<file path="src/rtl/fft8_sample_loader.sv">
// -----------------------------------------------------------------------------
// fft8_sample_loader
//
// Input stage for the 8-point FFT core. Gathers one frame of NSAMP complex
// 8-bit samples (2*NSAMP bytes) from a byte-wide valid/ready stream into a
// shadow register, then commits the whole frame at once onto x_flat. x_flat is
// therefore stable while the next frame fills. After a commit the block counts
// the core's pipeline latency and raises result_valid when the core outputs
// belong to the committed frame. It holds that result until res_ack. Only the
// committing byte of the next frame waits for the acknowledge.
//
// Ports
//   clk           single clock, rising edge
//   rst           asynchronous active-low reset
//   in_data       sample byte
//   in_valid      in_data is valid this cycle
//   in_sof        start of frame: the current byte is byte 0
//   in_ready      a byte is accepted this cycle (depends on registers only)
//   x_flat        committed frame; byte i sits at [8i+7:8i], x0_re first
//   frame_valid   one-cycle pulse, x_flat was updated on the previous edge
//   result_valid  core outputs belong to the last frame; held until res_ack
//   res_ack       downstream consumed the result
//   sync_err      sticky: a partial frame was dropped by a mid-frame in_sof
// -----------------------------------------------------------------------------
module fft8_sample_loader #(
    parameter int NSAMP       = 8,
    parameter int FFT_LATENCY = 3
) (
    input  logic                  clk,
    input  logic                  rst,
    input  logic [7:0]            in_data,
    input  logic                  in_valid,
    input  logic                  in_sof,
    output logic                  in_ready,
    output logic [16*NSAMP-1:0]   x_flat,
    output logic                  frame_valid,
    output logic                  result_valid,
    input  logic                  res_ack,
    output logic                  sync_err
);

    localparam int FBYTES = 2 * NSAMP;
    localparam int BW     = $clog2(FBYTES);
    localparam int SW     = 8 * (FBYTES - 1);
    localparam int LW     = $clog2(FFT_LATENCY + 1);
    localparam logic [BW-1:0] LAST_IDX = BW'(FBYTES - 1);

    logic [BW-1:0]          bcnt_r,         bcnt_nxt_s;
    logic [SW-1:0]          shadow_r,       shadow_nxt_s;
    logic [16*NSAMP-1:0]    x_flat_r,       x_flat_nxt_s;
    logic [LW-1:0]          lcnt_r,         lcnt_nxt_s;
    logic                   pending_r,      pending_nxt_s;
    logic                   frame_valid_r,  frame_valid_nxt_s;
    logic                   result_valid_r, result_valid_nxt_s;
    logic                   sync_err_r,     sync_err_nxt_s;
    logic                   in_ready_s;
    logic                   accept_s;
    logic                   commit_s;
    logic                   ack_s;

    // State register: everything clears immediately on reset
    always_ff @(posedge clk or negedge rst) begin
        if (!rst) begin
            bcnt_r         <= {BW{1'b0}};
            shadow_r       <= {SW{1'b0}};
            x_flat_r       <= {(16*NSAMP){1'b0}};
            lcnt_r         <= {LW{1'b0}};
            pending_r      <= 1'b0;
            frame_valid_r  <= 1'b0;
            result_valid_r <= 1'b0;
            sync_err_r     <= 1'b0;
        end else begin
            bcnt_r         <= bcnt_nxt_s;
            shadow_r       <= shadow_nxt_s;
            x_flat_r       <= x_flat_nxt_s;
            lcnt_r         <= lcnt_nxt_s;
            pending_r      <= pending_nxt_s;
            frame_valid_r  <= frame_valid_nxt_s;
            result_valid_r <= result_valid_nxt_s;
            sync_err_r     <= sync_err_nxt_s;
        end
    end

    // Next-state logic: byte capture, commit, latency tracking, result handshake
    always_comb begin
        bcnt_nxt_s         = bcnt_r;
        shadow_nxt_s       = shadow_r;
        x_flat_nxt_s       = x_flat_r;
        lcnt_nxt_s         = lcnt_r;
        pending_nxt_s      = pending_r;
        result_valid_nxt_s = result_valid_r;
        sync_err_nxt_s     = sync_err_r;
        frame_valid_nxt_s  = 1'b0;
        commit_s           = 1'b0;

        accept_s = in_valid && in_ready_s;
        ack_s    = res_ack && result_valid_r;

        if (accept_s) begin
            if (in_sof) begin
                // A sof byte always restarts the frame, including at the last
                // slot, where it aborts rather than commits.
                shadow_nxt_s[7:0] = in_data;
                bcnt_nxt_s        = BW'(1);
                if (bcnt_r != {BW{1'b0}}) begin
                    sync_err_nxt_s = 1'b1;
                end else begin
                    sync_err_nxt_s = sync_err_r;
                end
            end else if (bcnt_r == LAST_IDX) begin
                commit_s          = 1'b1;
                x_flat_nxt_s      = {in_data, shadow_r};
                bcnt_nxt_s        = {BW{1'b0}};
                frame_valid_nxt_s = 1'b1;
            end else begin
                shadow_nxt_s[8*int'(bcnt_r) +: 8] = in_data;
                bcnt_nxt_s = bcnt_r + BW'(1);
            end
        end else begin
            bcnt_nxt_s = bcnt_r;
        end

        // The latency counter is loaded on commit and runs down to zero. The
        // result flag rises on the edge that leaves it at zero.
        if (commit_s) begin
            lcnt_nxt_s = LW'(FFT_LATENCY);
        end else if (lcnt_r != {LW{1'b0}}) begin
            lcnt_nxt_s = lcnt_r - LW'(1);
        end else begin
            lcnt_nxt_s = lcnt_r;
        end

        if (lcnt_r == LW'(1)) begin
            result_valid_nxt_s = 1'b1;
        end else if (ack_s) begin
            result_valid_nxt_s = 1'b0;
        end else begin
            result_valid_nxt_s = result_valid_r;
        end

        // Commit and ack cannot coincide: in_ready blocks a commit while pending.
        if (commit_s) begin
            pending_nxt_s = 1'b1;
        end else if (ack_s) begin
            pending_nxt_s = 1'b0;
        end else begin
            pending_nxt_s = pending_r;
        end
    end

    // Outputs: in_ready depends only on registers. An ack in the same cycle as
    // the last byte does not bypass the stall.
    always_comb begin
        in_ready_s   = !((bcnt_r == LAST_IDX) && pending_r);
        in_ready     = in_ready_s;
        x_flat       = x_flat_r;
        frame_valid  = frame_valid_r;
        result_valid = result_valid_r;
        sync_err     = sync_err_r;
    end

endmodule
</file>
<file path="config.mk">
export PLATFORM = sky130hd
export DESIGN_NAME = fft8_sample_loader
export DESIGN_NICKNAME = d
export VERILOG_FILES = /design/src/rtl/fft8_sample_loader.sv
export SDC_FILE = /design/constraint.sdc
export NUM_CORES = 1
export LEC_CHECK = 0
export CAP_MARGIN = 5
export CORE_MARGIN = 3
export CORE_UTILIZATION = 59
export CTS_CLUSTER_SIZE = 16
export DETAILED_ROUTE_END_ITERATION = 7
export PLACE_DENSITY = 0.85
export SKIP_CTS_REPAIR_TIMING = 1
export SLEW_MARGIN = 0
export SYNTH_ARGS = -nofsm -noshare
export SYNTH_HDL_FRONTEND = slang
export SYNTH_SLANG_ARGS = --single-unit
</file>
<file path="constraint.sdc">
create_clock -name clk -period 7.53 [get_ports clk]
set_input_delay 1.1295 -clock clk [delete_from_list [all_inputs] [get_ports clk]]
set_output_delay 1.1295 -clock clk [all_outputs]
set_load 0.005 [all_outputs]
</file>
==> metrics.md <==
| Metric | Value |
|---|---|
| Status | complete, no violations |
| Final HPWL DP | 15.7 mm |
| RSZ-0062 raised after global routing | false |
| Max Cap Viol | 0 |
| Vias in the first global route | slightly above 7000 |
| CTS root buf | clkbuf_16 |
| Syn. warnings | 0 |
| Worst Setup SP | in_valid |
| Worst R2R End | shadow_r[99] |
| Crit path arrival time | 4.00 ns |
| Final Non-Filler Cells | 1128 |
| DRT Wirelength | 23.3 mm |
| Post-Syn Instances | 768 |
| Reg2reg setup slack | 4.03 ns |
| Crit. End Element | flip-flop |
| Max Root-Sink Buffers | 3 |
| Synthesized Nets | 788 |
| Register area share after synthesis | 61.2% |
| Worst-skew pair later-pin latency | approximately 0.51 ns |
| Final core utilization | 73.9% |
| PortBufs | 144 |
| Final Hold Violating Endpoints | 0 |
| Ports | 145 |
| Peak supply drop | 196 uV |
| Placed cell count | roughly 1100 |
| Critical-path maximum fanout | 32 |
| TritonCTS clock tree | done |
| ANT cells | 0 |
| Startpoint Class | input pin |
| Layout area overhead | 21.9% |
| Flops & latches, synth | roughly 260 |
| Worst hold path endpoint | shadow_r[12] |
| Critical path class | input pin to flip-flop |
| Max frequency | 0.274 GHz |
| Hold Slack | 0.478 ns |
| Worst-margin pin slew | 1.24 ns |
| Nets@finish | 909 |
| Layout Skew | 0.00884 ns |
| Synthesized cell area | ~11000 sq um |
| CTS sink count | 258 |
| Synth cell types | 42 |
| CTS buffer count | 25 |
| Most frequent cells in the layout | dfrtp_1 (258), mux2_2 (174), clkdlybuf4s50_1 (143) |
| First-pass GRT wire length | 38.2 mm |
| Initial Utilization | 60.6% |
| DR vias/cell | about 6 |
| Layout cell share with drive strength beyond 1 | 26.5% |
| Die width | 140 um |
| Final setup vio count | 0 |
| Total gr overflow | 0 |
| DRC | 0 |
| Max_slew headroom | 17.1% |
| Reg2Reg Depth | 6 |
| DR iter-0 viols | 425 |
| Setup total negative slack | 0 ns |
| Post-synth EDFFs | 0 |
| Routed length per instance | 20.6 um |
| Syn Area/Cell | 13.7 sq um |
| Clk slew on worst S/H paths | 0.06 ns |
| Hold Crit Start | shadow_r[12] |
| PD cells | approximately 260 nW/um^2 |
| Period utilisation layout | between 40 and 50% |
| Leading cell type in the layout, fill and taps excluded | dfrtp_1 |
| Largest net degree at the start of global routing | ~130 |
| LEAKAGE | 6.41 nW |
| Rows | 48 |
| Final Wtd Congestion | 0.834 |
| Hold depth | 1 |
| Min Tclk post-route | 3.66 ns |
| Die height | 140 um |
| Hold Path Class | flip-flop to flip-flop |
| Slew Viols, Final | 0 |
| Vias after detailed routing | 6594 |
| Core ar. | roughly 17000 sq um |
| Initial antenna violation count | 0 |
| Overall Global Routing Usage | between 20% and 30% |
| FF-to-FF Start | bcnt_r[0] |
| Post-DRT Antenna Nets | 0 |
| Primary FF master, synth | dfrtp_1 |
| Die area | a little under 20000 sq um |
| CP Data Required Time | 7.87 ns |
| Pre-antenna DRT Iters | 4 |
| Async S/R FF share, synth | between 90% and 100% |
| Total power | 3.39 mW |
| # H-tree levels | 1 |
==> sequential cells by signal, summed over array words and instances, names as in the netlist <==
| signal | flops |
|---|---|
| x_flat | 128 |
| lcnt_r | 2 |
| frame_valid | 1 |
| bcnt_r | 4 |
| sync_err | 1 |
| result_valid | 1 |
| shadow_r | 120 |
| pending_r | 1 |
==> Yosys cell counts (2+ instances only) <==
cell | n | area share, %
a2111oi_4 | 4 | 1.0
a21bo_2 | 8 | 0.76
a21o_1 | 43 | 3.1
a32o_1 | 3 | 0.28
and2_1 | 4 | 0.24
and3_1 | 26 | 1.5
buf_1 | 4 | 0.14
buf_2 | 18 | 0.85
buf_4 | 2 | 0.14
clkbuf_1 | 32 | 1.1
dfrtp_1 | 258 | 61
ha_1 | 7 | 0.83
inv_1 | 15 | 0.53
mux2_1 | 2 | 0.21
mux2_2 | 174 | 19
mux2i_1 | 9 | 0.85
nand2_1 | 30 | 1.1
nand2b_1 | 3 | 0.18
nand3_1 | 9 | 0.43
nand4_1 | 12 | 0.71
nor2_1 | 4 | 0.14
nor2b_1 | 3 | 0.18
nor3_1 | 43 | 2.0
nor3b_2 | 2 | 0.24
o2111ai_2 | 2 | 0.28
o21ai_0 | 18 | 0.85
o31ai_1 | 16 | 1.1
or3_1 | 2 | 0.12
xor2_1 | 2 | 0.17
==> worst max path at each step <==
stage	to	slack, ns
2_1_floorplan	shadow_r[32]	4.83
3_3_place_gp	shadow_r[94]	3.58
3_5_place_dp	shadow_r[89]	3.38
4_1_cts	shadow_r[89]	3.91
5_1_grt	shadow_r[89]	3.58
6_report	shadow_r[89]	3.87
==> per-stage QoR <==
step           worst slack [ns]  area (sq um)
2_1_floorplan              4.83         10600
3_3_place_gp               3.58         12100
3_5_place_dp               3.38         12100
4_1_cts                    3.91         12900
5_1_grt                    3.58         12900
6_report                   3.87         12900
==> critical path, cell delays in order <==
cell and delay, ns:
clkdlybuf4s50_1 0.77, nor2b_1 0.49, nand4_1 0.95, o21ai_0 0.52
o31ai_1 0.13
==> where the power goes <==
| group | internal, mW | leakage [nW] | switching [mW] |
|---|---|---|---|
| sequential | 1.54 | 3.52 | 0.114 |
| combinational | 0.199 | 2.51 | 0.369 |
| clock | 0.683 | 0.381 | 0.483 |
==> logic make-up (layout without fill, tap and decap cells) <==
kind of cell	Yosys count	count (layout)	synth area share, %
AOI/OAI and AO/OA	101	101	7.98
and+or+nand+nor	143	143	7.35
DFF	258	258	61.2
adders and majority gates	7	7	0.830
xor gates and xnor gates	3	3	0.249
muxes	185	185	19.6
buffers and inverters	71	206	2.81
==> per-layer routing <==
layer	track usage [%]	vias up	part of all wire, %
met5	0	-	0
met4	5.56	0	2.2
met2	40.8	188	50
met1	31.8	3381	40
li1	-	2983	-
met3	5.88	42	7.3
==> cell type report <==
class                      count  area [sq um]
multi-input combinational    439          3810
clock inverter                 2          10.0
tap                          225           282
sequential                   258          6460
inverter                      15          56.3
clock buffer                  39           758
fill                        1136          4540
timing repair buffer         150          1500
(Power assumes the default switching activity.)
